$ cat src/rtl/dispatcher_if.sv
// Shared widths and opcode classes for the issue stage, plus the bundle of
// signals between the dispatcher and its neighbours (IQ, RF, ROB, RS, LSB, CDBs).
package dispatcher_pkg;
    localparam int ADDR_WIDTH = 32;
    localparam int DATA_WIDTH = 32;
    localparam int ROB_WIDTH  = 4;
    localparam int ROB_SIZE   = 16;
    localparam int OP_WIDTH   = 6;
    localparam int REG_WIDTH  = 5;

    // ALU class opcodes
    localparam logic [OP_WIDTH-1:0] OP_ADD  = 6'd1;
    localparam logic [OP_WIDTH-1:0] OP_ADDI = 6'd2;
    // Load/store class occupies one contiguous range, LB..SW
    localparam logic [OP_WIDTH-1:0] OP_LB   = 6'd20;
    localparam logic [OP_WIDTH-1:0] OP_LW   = 6'd22;
    localparam logic [OP_WIDTH-1:0] OP_SW   = 6'd27;

    typedef struct packed {
        logic [ROB_WIDTH-1:0]  q;
        logic [DATA_WIDTH-1:0] v;
    } operand_t;

    function automatic logic is_ls_op(input logic [OP_WIDTH-1:0] op);
        return (op >= OP_LB) && (op <= OP_SW);
    endfunction
endpackage

interface dispatcher_if;
    import dispatcher_pkg::*;

    logic                  rdy_in;
    // instruction queue head
    logic                  rdy_iq_in;
    logic [OP_WIDTH-1:0]   opcode_iq_in;
    logic [ADDR_WIDTH-1:0] pc_iq_in;
    logic [DATA_WIDTH-1:0] imm_iq_in;
    logic [REG_WIDTH-1:0]  rd_iq_in;
    logic [REG_WIDTH-1:0]  rs1_iq_in;
    logic [REG_WIDTH-1:0]  rs2_iq_in;
    logic                  use_rs1_iq_in;
    logic                  use_rs2_iq_in;
    logic                  pred_jump_iq_in;
    logic                  pop_iq_out;
    // register file lookup
    logic [REG_WIDTH-1:0]  rs1_rf_out;
    logic [REG_WIDTH-1:0]  rs2_rf_out;
    logic [ROB_WIDTH-1:0]  q1_rf_in;
    logic [ROB_WIDTH-1:0]  q2_rf_in;
    logic [DATA_WIDTH-1:0] v1_rf_in;
    logic [DATA_WIDTH-1:0] v2_rf_in;
    // ROB lookup and capacity
    logic                  rob_rdy1_in;
    logic [DATA_WIDTH-1:0] rob_val1_in;
    logic                  rob_rdy2_in;
    logic [DATA_WIDTH-1:0] rob_val2_in;
    logic                  rob_full_in;
    logic                  rs_full_rs_in;
    logic                  lsb_full_lsb_in;
    logic [ROB_WIDTH-1:0]  rob_free_id_in;
    // common data buses
    logic                  rdy_a_cdb_in;
    logic [DATA_WIDTH-1:0] result_a_cdb_in;
    logic [ROB_WIDTH-1:0]  rob_id_a_cdb_in;
    logic                  rdy_ls_cdb_in;
    logic [DATA_WIDTH-1:0] result_ls_cdb_in;
    logic [ROB_WIDTH-1:0]  rob_id_ls_cdb_in;
    logic                  refresh_rob_cdb_in;
    // issue strobes and shared payload
    logic                  rdy_rs_out;
    logic                  rdy_lsb_out;
    logic                  rdy_rob_out;
    logic                  rdy_rf_out;
    logic [OP_WIDTH-1:0]   opcode_out;
    logic [ADDR_WIDTH-1:0] pc_out;
    logic [DATA_WIDTH-1:0] imm_out;
    logic [REG_WIDTH-1:0]  rd_out;
    logic                  pred_jump_out;
    logic [ROB_WIDTH-1:0]  qj_out;
    logic [ROB_WIDTH-1:0]  qk_out;
    logic [ROB_WIDTH-1:0]  rob_id_out;
    logic [DATA_WIDTH-1:0] vj_out;
    logic [DATA_WIDTH-1:0] vk_out;

    // Dispatcher side
    modport master (
        input  rdy_in, rdy_iq_in, opcode_iq_in, pc_iq_in, imm_iq_in,
               rd_iq_in, rs1_iq_in, rs2_iq_in, use_rs1_iq_in, use_rs2_iq_in,
               pred_jump_iq_in, q1_rf_in, q2_rf_in, v1_rf_in, v2_rf_in,
               rob_rdy1_in, rob_val1_in, rob_rdy2_in, rob_val2_in,
               rob_full_in, rs_full_rs_in, lsb_full_lsb_in, rob_free_id_in,
               rdy_a_cdb_in, result_a_cdb_in, rob_id_a_cdb_in,
               rdy_ls_cdb_in, result_ls_cdb_in, rob_id_ls_cdb_in,
               refresh_rob_cdb_in,
        output pop_iq_out, rs1_rf_out, rs2_rf_out,
               rdy_rs_out, rdy_lsb_out, rdy_rob_out, rdy_rf_out,
               opcode_out, pc_out, imm_out, rd_out, pred_jump_out,
               qj_out, qk_out, rob_id_out, vj_out, vk_out
    );

    // Surrounding pipeline side
    modport slave (
        output rdy_in, rdy_iq_in, opcode_iq_in, pc_iq_in, imm_iq_in,
               rd_iq_in, rs1_iq_in, rs2_iq_in, use_rs1_iq_in, use_rs2_iq_in,
               pred_jump_iq_in, q1_rf_in, q2_rf_in, v1_rf_in, v2_rf_in,
               rob_rdy1_in, rob_val1_in, rob_rdy2_in, rob_val2_in,
               rob_full_in, rs_full_rs_in, lsb_full_lsb_in, rob_free_id_in,
               rdy_a_cdb_in, result_a_cdb_in, rob_id_a_cdb_in,
               rdy_ls_cdb_in, result_ls_cdb_in, rob_id_ls_cdb_in,
               refresh_rob_cdb_in,
        input  pop_iq_out, rs1_rf_out, rs2_rf_out,
               rdy_rs_out, rdy_lsb_out, rdy_rob_out, rdy_rf_out,
               opcode_out, pc_out, imm_out, rd_out, pred_jump_out,
               qj_out, qk_out, rob_id_out, vj_out, vk_out
    );
endinterface

$ cat src/rtl/dispatcher.sv
// Issue stage: pops one decoded instruction per cycle, allocates a ROB id,
// renames both source operands and emits a one-cycle registered issue pulse.
module dispatcher
    import dispatcher_pkg::*;
(
    input logic      clk_in,
    input logic      rst_in,
    dispatcher_if.master bus
);

    logic                  is_ls_s;
    logic                  slot_free_s;
    logic                  issue_s;
    logic [ROB_WIDTH-1:0]  next_id_s;
    logic [ROB_WIDTH-1:0]  alloc_id_s;
    operand_t              opj_s;
    operand_t              opk_s;

    logic                  rdy_rs_r;
    logic                  rdy_lsb_r;
    logic                  rdy_rob_r;
    logic                  rdy_rf_r;
    logic [OP_WIDTH-1:0]   opcode_r;
    logic [ADDR_WIDTH-1:0] pc_r;
    logic [DATA_WIDTH-1:0] imm_r;
    logic [REG_WIDTH-1:0]  rd_r;
    logic                  pred_jump_r;
    logic [ROB_WIDTH-1:0]  qj_r;
    logic [ROB_WIDTH-1:0]  qk_r;
    logic [ROB_WIDTH-1:0]  rob_id_r;
    logic [DATA_WIDTH-1:0] vj_r;
    logic [DATA_WIDTH-1:0] vk_r;

    // Operand rename with priority: unused, in-flight forward, RF value,
    // ROB value, ALU CDB, LS CDB, otherwise wait on the RF tag.
    function automatic operand_t resolve(
        input logic                  use_src,
        input logic [REG_WIDTH-1:0]  idx,
        input logic                  fwd_valid,
        input logic [REG_WIDTH-1:0]  fwd_rd,
        input logic [ROB_WIDTH-1:0]  fwd_id,
        input logic [ROB_WIDTH-1:0]  q_rf,
        input logic [DATA_WIDTH-1:0] v_rf,
        input logic                  rob_rdy,
        input logic [DATA_WIDTH-1:0] rob_val,
        input logic                  a_rdy,
        input logic [ROB_WIDTH-1:0]  a_id,
        input logic [DATA_WIDTH-1:0] a_res,
        input logic                  ls_rdy,
        input logic [ROB_WIDTH-1:0]  ls_id,
        input logic [DATA_WIDTH-1:0] ls_res
    );
        operand_t r;
        r.q = ROB_WIDTH'(1'b0);
        r.v = DATA_WIDTH'(1'b0);
        if (!use_src || idx == 5'd0) begin
            r.q = ROB_WIDTH'(1'b0);
        end else if (fwd_valid && fwd_rd == idx) begin
            r.q = fwd_id;
        end else if (q_rf == ROB_WIDTH'(1'b0)) begin
            r.v = v_rf;
        end else if (rob_rdy) begin
            r.v = rob_val;
        end else if (a_rdy && a_id == q_rf) begin
            r.v = a_res;
        end else if (ls_rdy && ls_id == q_rf) begin
            r.v = ls_res;
        end else begin
            r.q = q_rf;
        end
        return r;
    endfunction

    // Issue decision, ROB id allocation and operand rename for this cycle
    always_comb begin
        is_ls_s = is_ls_op(bus.opcode_iq_in);
        if (is_ls_s) begin
            slot_free_s = !bus.lsb_full_lsb_in;
        end else begin
            slot_free_s = !bus.rs_full_rs_in;
        end
        issue_s = !rst_in && bus.rdy_in && bus.rdy_iq_in && !bus.refresh_rob_cdb_in
                  && !bus.rob_full_in && slot_free_s;

        if (rob_id_r == ROB_WIDTH'(ROB_SIZE - 1)) begin
            next_id_s = ROB_WIDTH'(1'b1);
        end else begin
            next_id_s = rob_id_r + ROB_WIDTH'(1'b1);
        end
        // The ROB tail has not yet advanced for the previous issue
        if (rdy_rob_r) begin
            alloc_id_s = next_id_s;
        end else begin
            alloc_id_s = bus.rob_free_id_in;
        end

        opj_s = resolve(bus.use_rs1_iq_in, bus.rs1_iq_in, rdy_rf_r, rd_r, rob_id_r,
                        bus.q1_rf_in, bus.v1_rf_in, bus.rob_rdy1_in, bus.rob_val1_in,
                        bus.rdy_a_cdb_in, bus.rob_id_a_cdb_in, bus.result_a_cdb_in,
                        bus.rdy_ls_cdb_in, bus.rob_id_ls_cdb_in, bus.result_ls_cdb_in);
        opk_s = resolve(bus.use_rs2_iq_in, bus.rs2_iq_in, rdy_rf_r, rd_r, rob_id_r,
                        bus.q2_rf_in, bus.v2_rf_in, bus.rob_rdy2_in, bus.rob_val2_in,
                        bus.rdy_a_cdb_in, bus.rob_id_a_cdb_in, bus.result_a_cdb_in,
                        bus.rdy_ls_cdb_in, bus.rob_id_ls_cdb_in, bus.result_ls_cdb_in);
    end

    // Issue register: strobes pulse per instruction, payload holds otherwise
    always_ff @(posedge clk_in) begin
        if (rst_in) begin
            rdy_rs_r    <= 1'b0;
            rdy_lsb_r   <= 1'b0;
            rdy_rob_r   <= 1'b0;
            rdy_rf_r    <= 1'b0;
            opcode_r    <= OP_WIDTH'(1'b0);
            pc_r        <= ADDR_WIDTH'(1'b0);
            imm_r       <= DATA_WIDTH'(1'b0);
            rd_r        <= 5'd0;
            pred_jump_r <= 1'b0;
            qj_r        <= ROB_WIDTH'(1'b0);
            qk_r        <= ROB_WIDTH'(1'b0);
            rob_id_r    <= ROB_WIDTH'(1'b0);
            vj_r        <= DATA_WIDTH'(1'b0);
            vk_r        <= DATA_WIDTH'(1'b0);
        end else if (bus.rdy_in) begin
            if (issue_s) begin
                rdy_rs_r    <= !is_ls_s;
                rdy_lsb_r   <= is_ls_s;
                rdy_rob_r   <= 1'b1;
                rdy_rf_r    <= (bus.rd_iq_in != 5'd0);
                opcode_r    <= bus.opcode_iq_in;
                pc_r        <= bus.pc_iq_in;
                imm_r       <= bus.imm_iq_in;
                rd_r        <= bus.rd_iq_in;
                pred_jump_r <= bus.pred_jump_iq_in;
                qj_r        <= opj_s.q;
                qk_r        <= opk_s.q;
                rob_id_r    <= alloc_id_s;
                vj_r        <= opj_s.v;
                vk_r        <= opk_s.v;
            end else begin
                rdy_rs_r    <= 1'b0;
                rdy_lsb_r   <= 1'b0;
                rdy_rob_r   <= 1'b0;
                rdy_rf_r    <= 1'b0;
            end
        end
    end

    assign bus.pop_iq_out    = issue_s;
    assign bus.rs1_rf_out    = bus.rs1_iq_in;
    assign bus.rs2_rf_out    = bus.rs2_iq_in;
    assign bus.rdy_rs_out    = rdy_rs_r;
    assign bus.rdy_lsb_out   = rdy_lsb_r;
    assign bus.rdy_rob_out   = rdy_rob_r;
    assign bus.rdy_rf_out    = rdy_rf_r;
    assign bus.opcode_out    = opcode_r;
    assign bus.pc_out        = pc_r;
    assign bus.imm_out       = imm_r;
    assign bus.rd_out        = rd_r;
    assign bus.pred_jump_out = pred_jump_r;
    assign bus.qj_out        = qj_r;
    assign bus.qk_out        = qk_r;
    assign bus.rob_id_out    = rob_id_r;
    assign bus.vj_out        = vj_r;
    assign bus.vk_out        = vk_r;

endmodule

$ cat src/flat_wrapper.sv
// flat-port wrapper written by rule: the top's interface ports become plain ports
module dispatcher_flat import dispatcher_pkg::*;
  (clk_in, rst_in, bus_rdy_in, bus_rdy_iq_in, bus_opcode_iq_in, bus_pc_iq_in, bus_imm_iq_in, bus_rd_iq_in, bus_rs1_iq_in, bus_rs2_iq_in, bus_use_rs1_iq_in, bus_use_rs2_iq_in, bus_pred_jump_iq_in, bus_q1_rf_in, bus_q2_rf_in, bus_v1_rf_in, bus_v2_rf_in, bus_rob_rdy1_in, bus_rob_val1_in, bus_rob_rdy2_in, bus_rob_val2_in, bus_rob_full_in, bus_rs_full_rs_in, bus_lsb_full_lsb_in, bus_rob_free_id_in, bus_rdy_a_cdb_in, bus_result_a_cdb_in, bus_rob_id_a_cdb_in, bus_rdy_ls_cdb_in, bus_result_ls_cdb_in, bus_rob_id_ls_cdb_in, bus_refresh_rob_cdb_in, bus_pop_iq_out, bus_rs1_rf_out, bus_rs2_rf_out, bus_rdy_rs_out, bus_rdy_lsb_out, bus_rdy_rob_out, bus_rdy_rf_out, bus_opcode_out, bus_pc_out, bus_imm_out, bus_rd_out, bus_pred_jump_out, bus_qj_out, bus_qk_out, bus_rob_id_out, bus_vj_out, bus_vk_out);
  dispatcher_if bus_i ();
  input logic clk_in;
  input logic rst_in;
  input wire logic [$bits(bus_i.rdy_in)-1:0] bus_rdy_in;
  input wire logic [$bits(bus_i.rdy_iq_in)-1:0] bus_rdy_iq_in;
  input wire logic [$bits(bus_i.opcode_iq_in)-1:0] bus_opcode_iq_in;
  input wire logic [$bits(bus_i.pc_iq_in)-1:0] bus_pc_iq_in;
  input wire logic [$bits(bus_i.imm_iq_in)-1:0] bus_imm_iq_in;
  input wire logic [$bits(bus_i.rd_iq_in)-1:0] bus_rd_iq_in;
  input wire logic [$bits(bus_i.rs1_iq_in)-1:0] bus_rs1_iq_in;
  input wire logic [$bits(bus_i.rs2_iq_in)-1:0] bus_rs2_iq_in;
  input wire logic [$bits(bus_i.use_rs1_iq_in)-1:0] bus_use_rs1_iq_in;
  input wire logic [$bits(bus_i.use_rs2_iq_in)-1:0] bus_use_rs2_iq_in;
  input wire logic [$bits(bus_i.pred_jump_iq_in)-1:0] bus_pred_jump_iq_in;
  input wire logic [$bits(bus_i.q1_rf_in)-1:0] bus_q1_rf_in;
  input wire logic [$bits(bus_i.q2_rf_in)-1:0] bus_q2_rf_in;
  input wire logic [$bits(bus_i.v1_rf_in)-1:0] bus_v1_rf_in;
  input wire logic [$bits(bus_i.v2_rf_in)-1:0] bus_v2_rf_in;
  input wire logic [$bits(bus_i.rob_rdy1_in)-1:0] bus_rob_rdy1_in;
  input wire logic [$bits(bus_i.rob_val1_in)-1:0] bus_rob_val1_in;
  input wire logic [$bits(bus_i.rob_rdy2_in)-1:0] bus_rob_rdy2_in;
  input wire logic [$bits(bus_i.rob_val2_in)-1:0] bus_rob_val2_in;
  input wire logic [$bits(bus_i.rob_full_in)-1:0] bus_rob_full_in;
  input wire logic [$bits(bus_i.rs_full_rs_in)-1:0] bus_rs_full_rs_in;
  input wire logic [$bits(bus_i.lsb_full_lsb_in)-1:0] bus_lsb_full_lsb_in;
  input wire logic [$bits(bus_i.rob_free_id_in)-1:0] bus_rob_free_id_in;
  input wire logic [$bits(bus_i.rdy_a_cdb_in)-1:0] bus_rdy_a_cdb_in;
  input wire logic [$bits(bus_i.result_a_cdb_in)-1:0] bus_result_a_cdb_in;
  input wire logic [$bits(bus_i.rob_id_a_cdb_in)-1:0] bus_rob_id_a_cdb_in;
  input wire logic [$bits(bus_i.rdy_ls_cdb_in)-1:0] bus_rdy_ls_cdb_in;
  input wire logic [$bits(bus_i.result_ls_cdb_in)-1:0] bus_result_ls_cdb_in;
  input wire logic [$bits(bus_i.rob_id_ls_cdb_in)-1:0] bus_rob_id_ls_cdb_in;
  input wire logic [$bits(bus_i.refresh_rob_cdb_in)-1:0] bus_refresh_rob_cdb_in;
  output wire logic [$bits(bus_i.pop_iq_out)-1:0] bus_pop_iq_out;
  output wire logic [$bits(bus_i.rs1_rf_out)-1:0] bus_rs1_rf_out;
  output wire logic [$bits(bus_i.rs2_rf_out)-1:0] bus_rs2_rf_out;
  output wire logic [$bits(bus_i.rdy_rs_out)-1:0] bus_rdy_rs_out;
  output wire logic [$bits(bus_i.rdy_lsb_out)-1:0] bus_rdy_lsb_out;
  output wire logic [$bits(bus_i.rdy_rob_out)-1:0] bus_rdy_rob_out;
  output wire logic [$bits(bus_i.rdy_rf_out)-1:0] bus_rdy_rf_out;
  output wire logic [$bits(bus_i.opcode_out)-1:0] bus_opcode_out;
  output wire logic [$bits(bus_i.pc_out)-1:0] bus_pc_out;
  output wire logic [$bits(bus_i.imm_out)-1:0] bus_imm_out;
  output wire logic [$bits(bus_i.rd_out)-1:0] bus_rd_out;
  output wire logic [$bits(bus_i.pred_jump_out)-1:0] bus_pred_jump_out;
  output wire logic [$bits(bus_i.qj_out)-1:0] bus_qj_out;
  output wire logic [$bits(bus_i.qk_out)-1:0] bus_qk_out;
  output wire logic [$bits(bus_i.rob_id_out)-1:0] bus_rob_id_out;
  output wire logic [$bits(bus_i.vj_out)-1:0] bus_vj_out;
  output wire logic [$bits(bus_i.vk_out)-1:0] bus_vk_out;
  assign bus_i.rdy_in = bus_rdy_in;
  assign bus_i.rdy_iq_in = bus_rdy_iq_in;
  assign bus_i.opcode_iq_in = bus_opcode_iq_in;
  assign bus_i.pc_iq_in = bus_pc_iq_in;
  assign bus_i.imm_iq_in = bus_imm_iq_in;
  assign bus_i.rd_iq_in = bus_rd_iq_in;
  assign bus_i.rs1_iq_in = bus_rs1_iq_in;
  assign bus_i.rs2_iq_in = bus_rs2_iq_in;
  assign bus_i.use_rs1_iq_in = bus_use_rs1_iq_in;
  assign bus_i.use_rs2_iq_in = bus_use_rs2_iq_in;
  assign bus_i.pred_jump_iq_in = bus_pred_jump_iq_in;
  assign bus_i.q1_rf_in = bus_q1_rf_in;
  assign bus_i.q2_rf_in = bus_q2_rf_in;
  assign bus_i.v1_rf_in = bus_v1_rf_in;
  assign bus_i.v2_rf_in = bus_v2_rf_in;
  assign bus_i.rob_rdy1_in = bus_rob_rdy1_in;
  assign bus_i.rob_val1_in = bus_rob_val1_in;
  assign bus_i.rob_rdy2_in = bus_rob_rdy2_in;
  assign bus_i.rob_val2_in = bus_rob_val2_in;
  assign bus_i.rob_full_in = bus_rob_full_in;
  assign bus_i.rs_full_rs_in = bus_rs_full_rs_in;
  assign bus_i.lsb_full_lsb_in = bus_lsb_full_lsb_in;
  assign bus_i.rob_free_id_in = bus_rob_free_id_in;
  assign bus_i.rdy_a_cdb_in = bus_rdy_a_cdb_in;
  assign bus_i.result_a_cdb_in = bus_result_a_cdb_in;
  assign bus_i.rob_id_a_cdb_in = bus_rob_id_a_cdb_in;
  assign bus_i.rdy_ls_cdb_in = bus_rdy_ls_cdb_in;
  assign bus_i.result_ls_cdb_in = bus_result_ls_cdb_in;
  assign bus_i.rob_id_ls_cdb_in = bus_rob_id_ls_cdb_in;
  assign bus_i.refresh_rob_cdb_in = bus_refresh_rob_cdb_in;
  assign bus_pop_iq_out = bus_i.pop_iq_out;
  assign bus_rs1_rf_out = bus_i.rs1_rf_out;
  assign bus_rs2_rf_out = bus_i.rs2_rf_out;
  assign bus_rdy_rs_out = bus_i.rdy_rs_out;
  assign bus_rdy_lsb_out = bus_i.rdy_lsb_out;
  assign bus_rdy_rob_out = bus_i.rdy_rob_out;
  assign bus_rdy_rf_out = bus_i.rdy_rf_out;
  assign bus_opcode_out = bus_i.opcode_out;
  assign bus_pc_out = bus_i.pc_out;
  assign bus_imm_out = bus_i.imm_out;
  assign bus_rd_out = bus_i.rd_out;
  assign bus_pred_jump_out = bus_i.pred_jump_out;
  assign bus_qj_out = bus_i.qj_out;
  assign bus_qk_out = bus_i.qk_out;
  assign bus_rob_id_out = bus_i.rob_id_out;
  assign bus_vj_out = bus_i.vj_out;
  assign bus_vk_out = bus_i.vk_out;
  dispatcher u_core (.clk_in(clk_in), .rst_in(rst_in), .bus(bus_i));
endmodule
$ cat config.mk
export PLATFORM = sky130hd
export DESIGN_NAME = dispatcher_flat
export DESIGN_NICKNAME = d
export VERILOG_FILES = /design/src/rtl/dispatcher_if.sv /design/src/rtl/dispatcher.sv /design/src/flat_wrapper.sv
export SDC_FILE = /design/constraint.sdc
export NUM_CORES = 1
export LEC_CHECK = 0
export ABC_AREA = 0
export BUFFER_PORTS_ARGS = -buffer_cell sky130_fd_sc_hd__buf_2
export CAP_MARGIN = 10
export CELL_PAD_IN_SITES_DETAIL_PLACEMENT = 0
export CELL_PAD_IN_SITES_GLOBAL_PLACEMENT = 1
export CORE_AREA = 2 2 187 189
export CTS_CLUSTER_SIZE = 30
export DETAILED_ROUTE_END_ITERATION = 6
export DIE_AREA = 0 0 189 191
export PLACE_DENSITY_LB_ADDON = 0.1
export SLEW_MARGIN = 5
export SYNTH_ARGS = -nofsm -noshare
export SYNTH_HDL_FRONTEND = slang
export SYNTH_SLANG_ARGS = --single-unit
$ cat constraint.sdc
create_clock -name clk_in -period 2.6 [get_ports clk_in]
set_clock_uncertainty 0.1 [all_clocks]
set_input_delay 0 -clock clk_in [delete_from_list [all_inputs] [get_ports clk_in]]
set_output_delay 0 -clock clk_in [all_outputs]
set_load 0.01 [all_outputs]
; ---- After elaboration in Yosys (flattened, before gate mapping)
; Cells that the tools add are included.
[totals]
elab_cells = 83
output_inout_bits = 167
reg_bits = 156
in_bits = 312
[op_classes]
add_sub_neg = 1
eq_ne = 7
n_reduce_logical = 28
magnitude_cmp = 2
n_mux = 31
[ops]
columns = op, n
row1 = two-way mux 32 bit, 12
row2 = two-way mux 4 bit, 14
row3 = == test 4 bit, 4
row4 = logical AND 1 bit, 12
row5 = == test 5 bit, 2
row6 = zero test 5 bit, 2
row7 = zero test 1 bit, 8
row8 = zero test 4 bit, 2
row9 = "greater-or-equal comparator 6 x 5 -> 1 bit, second input constant", 1
row10 = "less-or-equal comparator 6 x 5 -> 1 bit, second input constant", 1
row11 = two-way mux 1 bit, 5
row12 = nonzero test 5 bit, 1
row13 = "adder 4 x 1 -> 4 bit, second input constant", 1
row14 = "== test 4 bit, second input constant", 1
row15 = logical OR 1 bit, 2
row16 = AND reduction 2 bit, 1

; ---- Depth between registers and ports, before layout
[logic_depth]
depth_word = 8
ltp_mapped = 8
ltp_nobuf = 6

; ---- Worst setup path before layout
; Ideal clock, no wire load.
[synth_timing]
path_kind = register to register
start = register u_core.rd_r[3] (netlist: u_core.bus.rd_out[3])
end = register u_core.qk_r[1] (netlist: u_core.bus.qk_out[1])
n_path_buf = 0
t_arrival_ns = 1.580
synth_period_minus_slack_ns = 1.802
setup_time_ns = 0.122
stages_incl_launch_ff = 6
required_time_ns = 2.378
slack_ns = 0.798
cell_sequence = dfxtp_1 > xor2_1 > nor4_1 > and3_1 > and4bb_4 > a221o_1
[synth_via]
elab_chain_len = 4
[synth_rtl]
columns = element, line_no
row1 = start: declaration, dispatcher.sv:26  ; logic [REG_WIDTH-1:0] rd_r;
row2 = start signal: assignment, dispatcher.sv:133  ; rd_r <= bus.rd_iq_in;
row3 = == test 5 bit, dispatcher.sv:58  ; end else if (fwd_valid && fwd_rd == idx) begin
row4 = logical AND 1 bit, dispatcher.sv:58
row5 = two-way mux 4 bit, dispatcher.sv:58
row6 = two-way mux 4 bit, dispatcher.sv:56  ; if (!use_src || idx == 5'd0) begin
row7 = end signal: assignment, dispatcher.sv:120  ; qk_r <= ROB_WIDTH'(1'b0);
row8 = end signal: assignment, dispatcher.sv:136  ; qk_r <= opk_s.q;
row9 = end: declaration, dispatcher.sv:29  ; logic [ROB_WIDTH-1:0] qk_r;
; No other way between the ends.
; A chain may end at the register's enable or synchronous reset.

; ---- Final worst setup path
[layout_timing]
start = input bus_q2_rf_in[3]
end = register u_core.vk_r[14] (netlist: u_core.bus.vk_out[14])
[layout_via]
elab_chain_len = 8
elab_cells_between_ends = 11
classes_between = eq/ne: 2 / mux: 6 / reduce/logical: 3
[layout_rtl]
columns = element, line_no
row1 = start: declaration, flat_wrapper.sv:19  ; input wire logic [$bits(bus_i.q2_rf_in)-1:0] bus_q2_rf_in;
row2 = == test 4 bit, dispatcher.sv:66  ; end else if (ls_rdy && ls_id == q_rf) begin
row3 = logical AND 1 bit, dispatcher.sv:66
row4 = two-way mux 32 bit, dispatcher.sv:66
row5 = two-way mux 32 bit, dispatcher.sv:64  ; end else if (a_rdy && a_id == q_rf) begin
row6 = two-way mux 32 bit, dispatcher.sv:62  ; end else if (rob_rdy) begin
row7 = two-way mux 32 bit (*), dispatcher.sv:60  ; end else if (q_rf == ROB_WIDTH'(1'b0)) begin
row8 = two-way mux 32 bit (*), dispatcher.sv:58
row9 = two-way mux 32 bit (*), dispatcher.sv:56
row10 = end signal: assignment, dispatcher.sv:123  ; vk_r <= DATA_WIDTH'(1'b0);
row11 = end signal: assignment, dispatcher.sv:139  ; vk_r <= opk_s.v;
row12 = end: declaration, dispatcher.sv:32  ; logic [DATA_WIDTH-1:0] vk_r;
; Mark *: on every way between the ends. The rest lies on a longest branch, timed or not.

==> results.yml <==
die:
  core.rowCount: 68
  die_w_um: 189
  ioPinCount: 479
  core_mm2: 0.03412
  die_h_um: 191
  fp.dieArea_mm2: 0.03610
  start_util_pct: 24.35
global_routing:
  track_usage_pct: 23.51
  overflow: 0
  grt_pass1_vias: 10774
  antenna_found_initial: 8
  grt_pass1_wl_um: 64580
  grt_start_max_net_pins: 85
routing:
  antenna_left: 0
  wl_per_cell_um: 20.18
  drc: 0
  dr_total_vias: 10653
  viasPerCell: 4.893
  postRouteWirelength_um: 43930
  drtIter0Drc: 556
  drtPass1Iterations: 5
critical_path:
  cp.required_ns: 2.84
  path_buf_inv: 4
  critPathMaxFanout: 22
  arrival_ns: 2.70
  slowest_stage: "dlygate4sd3_1"
  setup.worst_path.start_class: "input pin"
  crit_type: "input pin to flip-flop"
  crit_chain: "dlygate4sd3_1, buf_2, xnor2_1, nand3_1, o21ba_2, buf_4, a31o_1, dlygate4sd3_1, a32o_1"
  path_delay_family: "buffers and inverters"
  cp_num_cells: 9
  max_stage_delay_ns: 0.58
  cp_common_cell: "dlygate4sd3_1"
  ff2ff_path_depth: 7
  end_kind: "flip-flop"
timing:
  period_minus_slack_ns: 2.457
  period_share_pct: 94.49
  rsz0062_at_grt: "false"
  worstMarginPinSlew_ns: 1.074
  fmax_mhz: 407.0
  slew_viol_final: 0
  relSlewSlack_pct: 28.05
  final-setup-viol-count: 0
  finalSetupTns_ns: 0
  hold_viol: 0
run:
  drv_cap: 0
layout:
  final_cell_mix: "buf_2, dlygate4sd3_1, nand2_1"
  final_common_cell: "buf_2"
  area_growth_pct: 72.50
  final_area_mm2: 0.01433
  finalNetCount: 2016
  drive_gt1_share_pct: 32.93
synth:
  yosysWarningCount: 0
  synth-main-ff-cell: "dfxtp_1"
  synth_fp_nets: 1348
  async_flop_share_pct: 0
  netlist_instances: 1035
  ys_types: 64
  synth_seq_cells: 156
  avgSynthCellArea_um2: 8.026
  seq_area_frac_synth_pct: 37.60
  synth_edf_count: 0
  netlist_area_mm2: 0.008307
cts:
  clk_latency_ns: 0.45
  root_buffer: "clkbuf_16"
  path_clk_slew_ns: 0.06
  cts.sinks: 156
  cts_buffers: 17
  cts_tree: "done"
  clockBufferDepth: 2
  cts-htree-levels: 4
power:
  power_density_mw_per_mm2: 455.2
  netSwitchingFraction_pct: 27.05
  vdd_drop_max_mv: 0.4585
  pwr-share-comb_pct: 19.6
  p_clk_share_pct: 43.3
  p_leak_nw: 6.132
  p_sw_mw: 1.764
  internal_power_mw: 4.758
  pwr-share-seq_pct: 37.0
place:
  io_buffer_count: 478
  dp_hpwl_um: 31510
  gp_congestion: 0.8146
  placed_area_mm2: 0.01111
hold_path:
  holdPathStages: 5
  min_path_type: "input pin to flip-flop"
outcome:
  status: "finished, final reports clean"
## cell usage after synthesis, types with 3 or more instances
cell type | n | area, um2
o21ai_0 | 34 | 170.2
nand2b_1 | 67 | 419.2
nand2_1 | 192 | 720.7
nand3_1 | 37 | 185.2
buf_4 | 14 | 105.1
inv_1 | 7 | 26.28
and2_1 | 4 | 25.02
a221o_1 | 5 | 50.05
buf_2 | 21 | 105.1
a21o_1 | 3 | 22.52
a31o_1 | 32 | 280.3
nor2_1 | 3 | 11.26
o21ai_1 | 33 | 165.2
dfxtp_1 | 156 | 3123
xnor2_1 | 7 | 61.31
a32o_1 | 66 | 660.6
and3_1 | 5 | 31.28
a21oi_1 | 116 | 580.6
xor2_1 | 13 | 113.9
nor3_1 | 31 | 155.2
buf_6 | 3 | 33.78
clkbuf_1 | 74 | 277.8
nand4_1 | 30 | 187.7
a221oi_1 | 31 | 271.5
## worst min-delay path, delay by kind of cell
kind            cells  cell delay, ns
compound gates      1            0.14
buf+inv             1            0.07
simple gates        3            0.33
## state kept, by name (all words and copies together), names as in the netlist
name,flops
u_core.bus.vk_out,32
u_core.bus.vj_out,32
u_core.bus.pc_out,32
u_core.bus.imm_out,32
u_core.bus.rdy_lsb_out,1
u_core.bus.rob_id_out,4
u_core.bus.rdy_rf_out,1
u_core.bus.opcode_out,6
u_core.bus.rdy_rs_out,1
u_core.bus.qj_out,4
u_core.bus.rd_out,5
u_core.bus.pred_jump_out,1
u_core.bus.rdy_rob_out,1
u_core.bus.qk_out,4
## final timing paths
kind	start	end	slack (ns)
min	bus_rob_full_in	u_core.bus.rdy_rs_out	0.05
min reg2reg	u_core.bus.pc_out[1]	u_core.bus.pc_out[1]	0.35
max	bus_q2_rf_in[3]	u_core.bus.vk_out[14]	0.14
max reg2reg	u_core.bus.rd_out[3]	u_core.bus.vk_out[23]	0.19
## layer usage
| metal | GRT usage [%] | routed length (um) | vias up |
|---|---|---|---|
| met1 | 27.22 | 17710 | 5022 |
| met3 | 6.297 | 3151 | 63 |
| met2 | 41.10 | 21860 | 426 |
| met4 | 9.405 | 1176 | 4 |
| met5 | 0 | 30 | - |
| li1 | - | - | 5138 |
## power by group through the flow
stage               sequential (mW)  combinational [mW]  clock (mW)
finish                         2.42                1.28        2.83
floorplan                      2.48               0.445           0
detailed placement             2.47               0.954           0
global placement               2.47               0.956           0
CTS                            2.42                1.27        2.90
global route                   2.42                1.37        2.99
## metrics by stage
| step | hold slack, ns | worst slack (ns) | power (mW) | cells | util [%] |
|---|---|---|---|---|---|
| after floorplan | -0.008235 | 0.7978 | 2.922 | 1035 | - |
| after global placement | 0.1405 | 0.2061 | 3.426 | 1884 | 32.56 |
| after detailed placement | 0.1446 | 0.2205 | 3.424 | 1884 | 32.56 |
| after CTS | 0.02128 | 0.01838 | 6.593 | 2167 | 41.83 |
| after global routing | 0.09702 | 0.005332 | 6.781 | 2175 | 41.98 |
| final | 0.04517 | 0.1433 | 6.522 | 2177 | 42.00 |
## cell type report
cell class / count / area, um2
antenna: 6 / 15.01
multi-input combinational: 757 / 4677
tap: 455 / 569.3
sequential: 156 / 3123
timing repair buffer: 761 / 5258
clock inverter: 11 / 178.9
inverter: 10 / 37.54
clock buffer: 21 / 470.5
fill: 3593 / 19790
## cells by family after synthesis
family / Yosys count / synth area share [%]
compound gates: 340 / 28.81
xor+xnor: 22 / 2.501
fa+ha+maj: 1 / 0.1506
buf+inv: 122 / 6.733
flops: 156 / 37.60
mux: 1 / 0.1205
simple gates: 393 / 24.09
## repair_timing
action | 4_1_cts | 5_1_grt
setup buffers | 0 | 4
hold buffers | 251 | 0
gates resized for setup | 0 | 2
endpoints found under the hold margin | 156 | 0
endpoints found under the setup margin | 0 | 21
(Power assumes the default switching activity.)
